`config.mk`:
```
export PLATFORM = sky130hd
export DESIGN_NAME = svi_rr_arbiter_flat
export DESIGN_NICKNAME = d
export VERILOG_FILES = /design/src/rtl/svi_rr_arbiter_if.sv /design/src/rtl/svi_rr_arbiter.sv /design/src/flat_wrapper.sv
export SDC_FILE = /design/constraint.sdc
export NUM_CORES = 1
export LEC_CHECK = 0
export ABC_CLOCK_PERIOD_IN_PS = 3800
export CAP_MARGIN = 0
export CORE_AREA = 4 4 88 90
export DETAILED_ROUTE_END_ITERATION = 10
export DIE_AREA = 0 0 92 94
export GPL_TIMING_DRIVEN = 0
export HOLD_SLACK_MARGIN = 0.02
export MAX_ROUTING_LAYER = met4
export PLACE_DENSITY = 0.76
export SLEW_MARGIN = 20
export SYNTH_ARGS = -nofsm -noshare
export SYNTH_HDL_FRONTEND = slang
export SYNTH_SLANG_ARGS = --single-unit
export TNS_END_PERCENT = 20
```
`constraint.sdc`:
```
create_clock -name i_clk -period 3.8 [get_ports i_clk]
set_input_delay 0.76 -clock i_clk [delete_from_list [all_inputs] [get_ports i_clk]]
set_output_delay 0.76 -clock i_clk [all_outputs]
set_load 0.1 [all_outputs]
```
`src/rtl/svi_rr_arbiter_if.sv`:
```
// Requester/output bundle for svi_rr_arbiter.
// master drives requests and sees results; slave is the arbiter side.
interface svi_rr_arbiter_if #(
  parameter int N_REQ  = 8,
  parameter int DATA_W = 8,
  parameter int IDX_W  = $clog2(N_REQ)
);
  logic [N_REQ-1:0]        i_req;
  logic [N_REQ-1:0]        i_last;
  logic [N_REQ*DATA_W-1:0] i_data;
  logic [N_REQ-1:0]        o_gnt;
  logic [IDX_W-1:0]        o_owner;
  logic                    o_valid;
  logic [DATA_W-1:0]       o_data;
  logic                    o_busy;
  logic [15:0]             o_grant_cnt;

  modport master (
    output i_req, i_last, i_data,
    input  o_gnt, o_owner, o_valid, o_data,
    input  o_busy, o_grant_cnt
  );

  modport slave (
    input  i_req, i_last, i_data,
    output o_gnt, o_owner, o_valid, o_data,
    output o_busy, o_grant_cnt
  );
endinterface

```
`src/rtl/svi_rr_arbiter.sv`:
```
// Round-robin burst arbiter onto one registered output datapath.
// Ports: i_clk, i_rst_n (sync, active-low), bus (slave modport).
module svi_rr_arbiter #(
  parameter int N_REQ    = 8,
  parameter int DATA_W   = 8,
  parameter int MAX_HOLD = 4,
  localparam int IDX_W   = $clog2(N_REQ)
) (
  input  logic              i_clk,
  input  logic              i_rst_n,
  svi_rr_arbiter_if.slave   bus
);
  localparam int HOLD_W = (MAX_HOLD > 1) ? $clog2(MAX_HOLD) : 1;

  typedef enum logic {
    S_IDLE  = 1'b0,
    S_GRANT = 1'b1
  } state_t;

  state_t              r_state, w_state;
  logic [IDX_W-1:0]    r_ptr, w_ptr;
  logic [IDX_W-1:0]    r_owner, w_owner;
  logic [HOLD_W-1:0]   r_hold, w_hold;
  logic [N_REQ-1:0]    r_gnt, w_gnt;
  logic                r_valid, w_valid;
  logic [DATA_W-1:0]   r_data, w_data;
  logic                r_busy, w_busy;
  logic [15:0]         r_cnt, w_cnt;

  logic [2*N_REQ-2:0]  w_req2;
  logic [N_REQ-1:0]    w_rot;
  logic [IDX_W-1:0]    w_off;
  logic [IDX_W:0]      w_sum;
  logic [IDX_W-1:0]    w_win;
  logic [IDX_W-1:0]    w_nxt;
  logic                w_own_req;
  logic                w_own_last;
  logic [DATA_W-1:0]   w_own_data;
  logic                w_lim;

  // Rotate requests so bit 0 is the slot at ptr.
  assign w_req2 = {bus.i_req[N_REQ-2:0], bus.i_req};
  assign w_rot  = w_req2[r_ptr +: N_REQ];

  always_comb begin
    w_off = '0;
    for (int i = N_REQ - 1; i >= 0; i--) begin
      if (w_rot[i]) w_off = IDX_W'(i);
    end
  end

  assign w_sum = {1'b0, r_ptr} + {1'b0, w_off};
  assign w_win = (w_sum >= (IDX_W+1)'(N_REQ))
               ? IDX_W'(w_sum - (IDX_W+1)'(N_REQ))
               : w_sum[IDX_W-1:0];

  assign w_nxt = (r_owner == IDX_W'(N_REQ - 1))
               ? '0 : r_owner + IDX_W'(1);

  assign w_own_req  = bus.i_req[r_owner];
  assign w_own_last = bus.i_last[r_owner];
  assign w_own_data = bus.i_data[r_owner*DATA_W +: DATA_W];
  assign w_lim      = (r_hold == HOLD_W'(MAX_HOLD - 1));

  always_comb begin
    w_state = r_state;
    w_ptr   = r_ptr;
    w_owner = r_owner;
    w_hold  = r_hold;
    w_gnt   = r_gnt;
    w_valid = 1'b0;
    w_data  = r_data;
    w_busy  = r_busy;
    w_cnt   = r_cnt;
    unique case (r_state)
      S_IDLE: begin
        if (|bus.i_req) begin
          w_state = S_GRANT;
          w_gnt   = N_REQ'(1) << w_win;
          w_owner = w_win;
          w_busy  = 1'b1;
          w_hold  = '0;
          if (r_cnt != 16'hFFFF) w_cnt = r_cnt + 16'd1;
        end
      end
      S_GRANT: begin
        if (w_own_req) begin
          w_valid = 1'b1;
          w_data  = w_own_data;
          w_hold  = r_hold + HOLD_W'(1);
        end
        // Abandon, last beat or hold limit: one release.
        if (!w_own_req || w_own_last || w_lim) begin
          w_state = S_IDLE;
          w_gnt   = '0;
          w_busy  = 1'b0;
          w_hold  = '0;
          w_ptr   = w_nxt;
        end
      end
      default: ;
    endcase
  end

  always_ff @(posedge i_clk) begin
    if (!i_rst_n) begin
      r_state <= S_IDLE;
      r_ptr   <= '0;
      r_owner <= '0;
      r_hold  <= '0;
      r_gnt   <= '0;
      r_valid <= 1'b0;
      r_data  <= '0;
      r_busy  <= 1'b0;
      r_cnt   <= '0;
    end else begin
      r_state <= w_state;
      r_ptr   <= w_ptr;
      r_owner <= w_owner;
      r_hold  <= w_hold;
      r_gnt   <= w_gnt;
      r_valid <= w_valid;
      r_data  <= w_data;
      r_busy  <= w_busy;
      r_cnt   <= w_cnt;
    end
  end

  assign bus.o_gnt       = r_gnt;
  assign bus.o_owner     = r_owner;
  assign bus.o_valid     = r_valid;
  assign bus.o_data      = r_data;
  assign bus.o_busy      = r_busy;
  assign bus.o_grant_cnt = r_cnt;
endmodule

```
`src/flat_wrapper.sv`:
```
// flat-port wrapper written by rule: the top's interface ports become plain ports
module svi_rr_arbiter_flat 
#(
  parameter int N_REQ    = 8,
  parameter int DATA_W   = 8,
  parameter int MAX_HOLD = 4,
  localparam int IDX_W   = $clog2(N_REQ)
)
  (i_clk, i_rst_n, bus_i_req, bus_i_last, bus_i_data, bus_o_gnt, bus_o_owner, bus_o_valid, bus_o_data, bus_o_busy, bus_o_grant_cnt);
  svi_rr_arbiter_if #(.N_REQ(N_REQ), .DATA_W(DATA_W)) bus_i ();
  input  logic i_clk;
  input  logic i_rst_n;
  input wire logic [$bits(bus_i.i_req)-1:0] bus_i_req;
  input wire logic [$bits(bus_i.i_last)-1:0] bus_i_last;
  input wire logic [$bits(bus_i.i_data)-1:0] bus_i_data;
  output wire logic [$bits(bus_i.o_gnt)-1:0] bus_o_gnt;
  output wire logic [$bits(bus_i.o_owner)-1:0] bus_o_owner;
  output wire logic [$bits(bus_i.o_valid)-1:0] bus_o_valid;
  output wire logic [$bits(bus_i.o_data)-1:0] bus_o_data;
  output wire logic [$bits(bus_i.o_busy)-1:0] bus_o_busy;
  output wire logic [$bits(bus_i.o_grant_cnt)-1:0] bus_o_grant_cnt;
  assign bus_i.i_req = bus_i_req;
  assign bus_i.i_last = bus_i_last;
  assign bus_i.i_data = bus_i_data;
  assign bus_o_gnt = bus_i.o_gnt;
  assign bus_o_owner = bus_i.o_owner;
  assign bus_o_valid = bus_i.o_valid;
  assign bus_o_data = bus_i.o_data;
  assign bus_o_busy = bus_i.o_busy;
  assign bus_o_grant_cnt = bus_i.o_grant_cnt;
  svi_rr_arbiter #(.N_REQ(N_REQ), .DATA_W(DATA_W), .MAX_HOLD(MAX_HOLD)) u_core (.i_clk(i_clk), .i_rst_n(i_rst_n), .bus(bus_i));
endmodule
```
==> impl_metrics.env, run 1 <==
export IMPL_total_routed_wirelength_um=8650
export IMPL_drc_errors=0
export IMPL_fp_coreArea_um2=7060
export IMPL_timing_worst_slew_pin_value_ns=0.995
export IMPL_antenna_violations_before_repair=0
export IMPL_critical_path_n_buffers_inverters=1
export IMPL_r2r_start="u_core.r_ptr[1]$_SDFFE_PN0P_"
export IMPL_die_height_um=94
export IMPL_place_port_buffers=116
export IMPL_hold_start="u_core.bus.o_gnt[0]$_SDFFE_PN0P_"
export IMPL_synth_area_um2=3030
export IMPL_groute_layer_met3_usage=0.0393
export IMPL_cap_violations=0
export IMPL_x_dimension_of_the_die_um=92
export IMPL_top_usage_layer="met2"
export IMPL_clk_insertion_delay_late_ns=0.30
export IMPL_layout_cells_most_common_list="clkdlybuf4s50_1, nor2_1, dfxtp_1"
export IMPL_async_reset_ff_frac=0
export IMPL_finalPower_mw=2.00
export IMPL_rsz0062_at_grt="false"
export IMPL_finalHoldViolCount=0
export IMPL_postCtsHoldBufs=0
export IMPL_route_antenna_remaining_nets=0
export IMPL_report_final_slew_viol_count=0
export IMPL_synthesis_yosys_warnings=0
export IMPL_n_antenna_cell=0
export IMPL_cp_slowest_stage_delay_ns=0.63
export IMPL_grt_first_pass_wirelength_um=14000
export IMPL_die_area_um2=8650
export IMPL_fin_nets=539
export IMPL_dp_slack_ns=-0.0164
export IMPL_area_growth_syn_to_layout_pct=46.8
export IMPL_layout_cells_non_filler=551
export IMPL_detailedRoute_firstPassIterationCount=7
export IMPL_detail_route_vias_per_cell=5.45
export IMPL_cts_root_buf="clkbuf_8"
export IMPL_finalClockSkew_ns=0.00916
export IMPL_critical_path_cell_chain="clkdlybuf4s50_1 > mux2_2 > a21oi_1 > a22oi_1 > nor3_1 > o31ai_1 > a22oi_1 > ha_1 > nor4_1 > nand2_1 > o2bb2ai_1"
export IMPL_cts_tree="built"
export IMPL_number_of_clock_buffers_inserted_by_tritoncts=5
export IMPL_ys_dominant_reg_cell="dfxtp_1"
export IMPL_syn_num_nets=416
export IMPL_synthTopCellsByArea="dfxtp_1, mux4_2, nor2_1, mux2i_1, a21oi_1"
export IMPL_power_density_cell_area_nw_per_um2=449
export IMPL_pin_count=119
export IMPL_post_route_worst_setup_slack_ns=0.232
export IMPL_yosys_cell_types_count=54
export IMPL_cts_htree_levels=2
export IMPL_crit_slowest_cell="nor4_1"
export IMPL_cts_num_sinks=43
export IMPL_worstPathRequired_ns=4.04
export IMPL_postSynthCellCount=328
export IMPL_max_vdd_ir_drop_uv=182
export IMPL_critical_path_max_fanout=9
export IMPL_worst_hold_path_type="register to register"
export IMPL_post_drt_wl_per_cell_um=15.7
export IMPL_gp_congestion=0.928
export IMPL_floorplan_rows=31
export IMPL_leakage_nw=1.59
export IMPL_post_place_cells=543
export IMPL_drt_iter0_markers=115
export IMPL_min_period_over_period=0.939
export IMPL_vias_after_detailed_routing=3002
export IMPL_yosys_register_bits=43
export IMPL_drive_gt1_frac=0.128
export IMPL_setup_worst_path_start="bus_i_req[7]"
export IMPL_cts_max_path_buffers=2
export IMPL_cp_arrival_ns=3.81
export IMPL_globalRouteOverflowTotal=0
export IMPL_setup_violations=0
export IMPL_crit_type="input pin to register"
export IMPL_achievable_frequency_ghz=0.280
export IMPL_path_clk_slew_ns=0.09
export IMPL_hpwlAfterDp_um=6820
export IMPL_cts_setup_buffers=0
export IMPL_cpLargestDelayFamily="simple AND/OR/NAND/NOR gates"
export IMPL_grt_met1_usage=0.247
export IMPL_synth_edff_count=0
export IMPL_worst_hold_slack_ns=0.473
export IMPL_grt_max_degree=14
export IMPL_worst_setup_path_start_kind="input pin"
export IMPL_layout_commonest_cell="clkdlybuf4s50_1"
export IMPL_synth_largest_area_cell="dfxtp_1"
export IMPL_period_needed_ns=3.57
export IMPL_initial_utilization=0.429
export IMPL_vias_in_the_first_global_route=2999
export IMPL_ctsResizeCount=0
export IMPL_cp_end_kind="register"
export IMPL_critPathMostFrequentCell="a22oi_1"
export IMPL_netlist_area_leader_share=0.284
export IMPL_use_met2=0.361
export IMPL_run_status="finished clean"
export IMPL_grt_usage=0.205
export IMPL_slew_headroom=0.335
export IMPL_ys_seq_area_frac=0.284
export IMPL_final_util=0.630
export IMPL_synthesis_area_per_instance_um2=9.24
==> final cells by class <==
class	count	area, um^2
fill	635	2610
multi-input combinational	257	2040
timing repair buffer	116	1160
sequential	43	861
tap	99	124
buffer	21	104
clock buffer	6	72.6
clock inverter	2	60.1
inverter	7	26.3
==> metal layers <==
| layer | vias to the layer above | wire [um] |
|---|---|---|
| met5 | - | 0 |
| met4 | 0 | 97 |
| met3 | 10 | 632 |
| met2 | 130 | 4270 |
| met1 | 1412 | 3660 |
| li1 | 1450 | - |
==> state kept, by name, summed over array words and instances, names as in the netlist <==
register                cells
u_core.r_hold               2
u_core.r_ptr                3
u_core.bus.o_busy           1
u_core.bus.o_grant_cnt     16
u_core.bus.o_gnt            8
u_core.bus.o_owner          3
u_core.bus.o_valid          1
u_core.r_state              1
u_core.bus.o_data           8
==> final timing paths <==
kind                                           end  depth (start not counted)  slack (ns)
setup / recovery  u_core.bus.o_gnt[4]$_SDFFE_PN0P_                         11        0.23
hold reg to reg   u_core.bus.o_gnt[0]$_SDFFE_PN0P_                          1        0.47
setup reg to reg  u_core.bus.o_gnt[4]$_SDFFE_PN0P_                         11        0.60
hold / removal    u_core.bus.o_gnt[0]$_SDFFE_PN0P_                          1        0.47
==> synthesized netlist by cell type (all sizes together), types with 3 or more instances <==
| cell type | instances |
|---|---|
| nor3 | 7 |
| o2bb2ai | 4 |
| nand2b | 10 |
| inv | 6 |
| clkbuf | 9 |
| a22o | 3 |
| mux2i | 20 |
| o21ai | 8 |
| nand4 | 7 |
| xnor2 | 3 |
| nor2 | 59 |
| nand3 | 11 |
| a21oi | 20 |
| xor2 | 11 |
| a211oi | 3 |
| and3 | 5 |
| buf | 12 |
| nor4 | 4 |
| mux4 | 23 |
| ha | 5 |
| mux2 | 6 |
| nor2b | 6 |
| nand2 | 17 |
| dfxtp | 43 |
==> worst register-to-register path: cells and delay by family, from the launching register on <==
kind / cells / cell delay, ns
buf+inv: 1 / 0.27
flops: 1 / 0.40
fa+ha+maj: 1 / 0.34
compound gates: 4 / 0.58
mux: 1 / 0.39
simple gates: 4 / 1.17
==> logic make-up after synthesis <==
| logic type | count (synthesis) | synth area share |
|---|---|---|
| DFF | 43 | 0.284 |
| adders and majority gates | 7 | 0.0318 |
| xor gates and xnor gates | 14 | 0.0467 |
| AOI/OAI and AO/OA | 55 | 0.123 |
| muxes | 49 | 0.259 |
| and+or+nand+nor | 132 | 0.212 |
| buffers and inverters | 28 | 0.0430 |
==> metrics by stage <==
stage / TNS, ns / cell area [um^2]
6_report: 0 / 4450
5_1_grt: 0 / 4450
4_1_cts: 0 / 4450
3_5_place_dp: -0.0242 / 4310
3_3_place_gp: 0 / 4310
2_1_floorplan: 0 / 3030
==> power by group <==
group / switching [mW] / leakage [nW] / internal (mW)
logic: 0.623 / 1.17 / 0.416
clock network: 0.159 / 0.0654 / 0.263
registers: 0.0391 / 0.350 / 0.497
total: 0.822 / 1.59 / 1.18
Power figures use the tool's default switching activity.
==> inputs of run 2 (changes only) <==
--- a/config.mk
+++ b/config.mk
@@ -5,11 +5,13 @@
 export SDC_FILE = /design/constraint.sdc
 export NUM_CORES = 1
 export LEC_CHECK = 0
+export ABC_AREA = 1
 export ABC_CLOCK_PERIOD_IN_PS = 3800
 export CAP_MARGIN = 0
-export CORE_AREA = 4 4 88 90
+export CORE_AREA = 5 5 90 92
+export CTS_CLUSTER_SIZE = 12
 export DETAILED_ROUTE_END_ITERATION = 10
-export DIE_AREA = 0 0 92 94
+export DIE_AREA = 0 0 95 97
 export GPL_TIMING_DRIVEN = 0
 export HOLD_SLACK_MARGIN = 0.02
 export MAX_ROUTING_LAYER = met4
==> impl_metrics.env, run 2 <==
export IMPL_period_needed_ns=3.31
export IMPL_post_place_cells=720
export IMPL_die_area_um2=9220
export IMPL_vias_in_the_first_global_route=3764
export IMPL_post_drt_wl_per_cell_um=15.0
export IMPL_achievable_frequency_ghz=0.302
export IMPL_run_status="finished clean"
export IMPL_ys_seq_area_frac=0.273
export IMPL_cts_root_buf="clkbuf_8"
export IMPL_finalHoldViolCount=0
export IMPL_timing_worst_slew_pin_value_ns=1.01
export IMPL_layout_cells_non_filler=728
export IMPL_leakage_nw=1.77
export IMPL_synth_edff_count=0
export IMPL_vias_after_detailed_routing=3863
export IMPL_ctsResizeCount=0
export IMPL_cts_tree="built"
export IMPL_fin_nets=716
export IMPL_grt_max_degree=14
export IMPL_synth_most_common_cell="nand2_1"
export IMPL_setup_violations=0
export IMPL_setup_reg_to_reg_worst_slack_ns=0.93
export IMPL_max_vdd_ir_drop_uv=273
export IMPL_min_period_over_period=0.872
export IMPL_detail_route_vias_per_cell=5.31
export IMPL_finalClockSkew_ns=0.00677
export IMPL_drt_iter0_markers=192
export IMPL_netlist_area_leader_share=0.273
export IMPL_cp_arrival_ns=3.48
export IMPL_largest_register_ffs=16
export IMPL_postSynthCellCount=503
export IMPL_synthTopCellsByArea="dfxtp_1, nand2_1, o21ai_0, nand3_1, a21oi_1"
export IMPL_total_routed_wirelength_um=10900
export IMPL_worst_setup_path_start_kind="input pin"
export IMPL_cts_setup_buffers=0
export IMPL_yosys_register_bits=43
export IMPL_initial_utilization=0.442
export IMPL_die_height_um=97
export IMPL_drive_gt1_frac=0.0859
export IMPL_crit_type="input pin to register"
export IMPL_grt_first_pass_wirelength_um=18000
export IMPL_layout_commonest_cell="nand2_1"
export IMPL_cts_max_path_buffers=2
export IMPL_slew_headroom=0.323
export IMPL_ys_dominant_reg_cell="dfxtp_1"
export IMPL_synthesis_area_per_instance_um2=6.27
export IMPL_x_dimension_of_the_die_um=95
export IMPL_drc_errors=0
export IMPL_setup_tns_ns=0
export IMPL_antenna_violations_before_repair=0
export IMPL_yosys_cell_types_count=37
export IMPL_power_density_cell_area_nw_per_um2=625
export IMPL_hpwlAfterDp_um=8570
export IMPL_fp_coreArea_um2=7140
export IMPL_grt_usage=0.241
export IMPL_n_antenna_cell=0
export IMPL_syn_num_nets=591
export IMPL_synthesis_yosys_warnings=0
export IMPL_area_growth_syn_to_layout_pct=44.1
export IMPL_postCtsHoldBufs=0
export IMPL_rsz0062_at_grt="false"
export IMPL_layout_cells_most_common_list="nand2_1, clkdlybuf4s50_1, o21ai_0"
export IMPL_clk_insertion_delay_late_ns=0.29
export IMPL_gp_congestion=0.966
export IMPL_place_port_buffers=118
export IMPL_async_reset_ff_frac=0
export IMPL_path_clk_slew_ns=0.08
export IMPL_synth_area_um2=3150
export IMPL_worst_hold_path_type="register to register"
export IMPL_finalPower_mw=2.84
export IMPL_detailedRoute_firstPassIterationCount=4
export IMPL_cp_end_kind="register"
export IMPL_netlist_top_cells_count="nand2_1, o21ai_0, nand3_1"
export IMPL_critical_path_max_fanout=5
export IMPL_globalRouteOverflowTotal=0
export IMPL_report_final_slew_viol_count=0
export IMPL_synth_largest_area_cell="dfxtp_1"
export IMPL_route_antenna_remaining_nets=0
export IMPL_worstPathRequired_ns=3.97
export IMPL_number_of_clock_buffers_inserted_by_tritoncts=5
export IMPL_floorplan_rows=31
export IMPL_cts_num_sinks=43
export IMPL_cap_violations=0
export IMPL_pin_count=119
export IMPL_cts_htree_levels=2
==> run 2: cell count changes after synthesis, moves of 7 or more <==
cell      previous run  this run
nand2b_1            10         0
nand3_1             11        49
a21oi_2              0         7
nand2_1             15       132
a21oi_1             20        36
mux4_2              23         0
nor2_1              58        46
o21ai_0              7        50
mux2i_1             20         0
o22ai_1              1        17
inv_1                6        30
==> run 2: routing by layer <==
metal	up-vias	wire length (um)	track usage
met5	-	0	-
met4	0	171	0.0622
met3	16	735	0.0434
met2	132	5180	0.392
met1	1778	4800	0.305
li1	1937	-	-
==> run 2: where the power goes <==
group / switching [mW] / leakage (nW) / total, mW / internal [mW]
Clock: 0.155 / 0.0412 / 0.283 / 0.129
Combinational: 1.36 / 1.38 / 1.97 / 0.604
Sequential: 0.0602 / 0.350 / 0.590 / 0.529
==> run 2: kinds of logic (layout without fill, tap and decap cells) <==
family	count (synthesis)	after routing	synth area share
flops	43	43	0.273
xor+xnor	9	9	0.0250
buf+inv	63	189	0.0912
simple gates	268	268	0.386
fa+ha+maj	6	6	0.0262
compound gates	114	114	0.199
==> run 2: final timing paths <==
| path | from | depth (start not counted) | end |
|---|---|---|---|
| worst min register to register | u_core.bus.o_busy$_SDFFE_PN0P_ | 2 | u_core.bus.o_busy$_SDFFE_PN0P_ |
| worst max register to register | u_core.r_ptr[1]$_SDFFE_PN0P_ | 19 | u_core.bus.o_gnt[2]$_SDFFE_PN0P_ |
| worst max-delay path | bus_i_req[2] | 18 | u_core.bus.o_gnt[2]$_SDFFE_PN0P_ |
| worst min-delay path | u_core.bus.o_busy$_SDFFE_PN0P_ | 2 | u_core.bus.o_busy$_SDFFE_PN0P_ |
==> run 2: critical path, stage by stage <==
cell             delay (ns)
clkdlybuf4s50_1        0.54
nand2_1                0.10
nand3_1                0.12
nand3_1                0.09
nand2_1                0.12
a21oi_1                0.08
o21ai_0                0.14
nand2_1                0.06
a21boi_0               0.21
ha_1                   0.19
inv_1                  0.05
fa_1                   0.36
xor2_1                 0.21
inv_1                  0.10
nand3_4                0.12
nand2_2                0.10
nand2_1                0.09
a21oi_2                0.05
==> run 2: cell type report <==
cell class,instances,area [um^2]
Buffer,26,146
Clock buffer,6,72.6
Clock inverter,2,12.5
Fill cell,711,2590
Inverter,37,141
Multi-Input combinational cell,397,2010
Sequential cell,43,861
Tap cell,99,124
Timing Repair Buffer,118,1180
==> run 2: stage by stage <==
step | util | area, um^2 | setup slack, ns | hold slack [ns]
5_1_grt | 0.637 | 4540 | 0.218 | 0.483
6_report | 0.637 | 4540 | 0.488 | 0.466
3_3_place_gp | 0.625 | 4460 | 0.238 | 0.448
2_1_floorplan | - | 3150 | 1.04 | 0.447
3_5_place_dp | 0.625 | 4460 | 0.207 | 0.456
4_1_cts | 0.637 | 4540 | 0.518 | 0.470
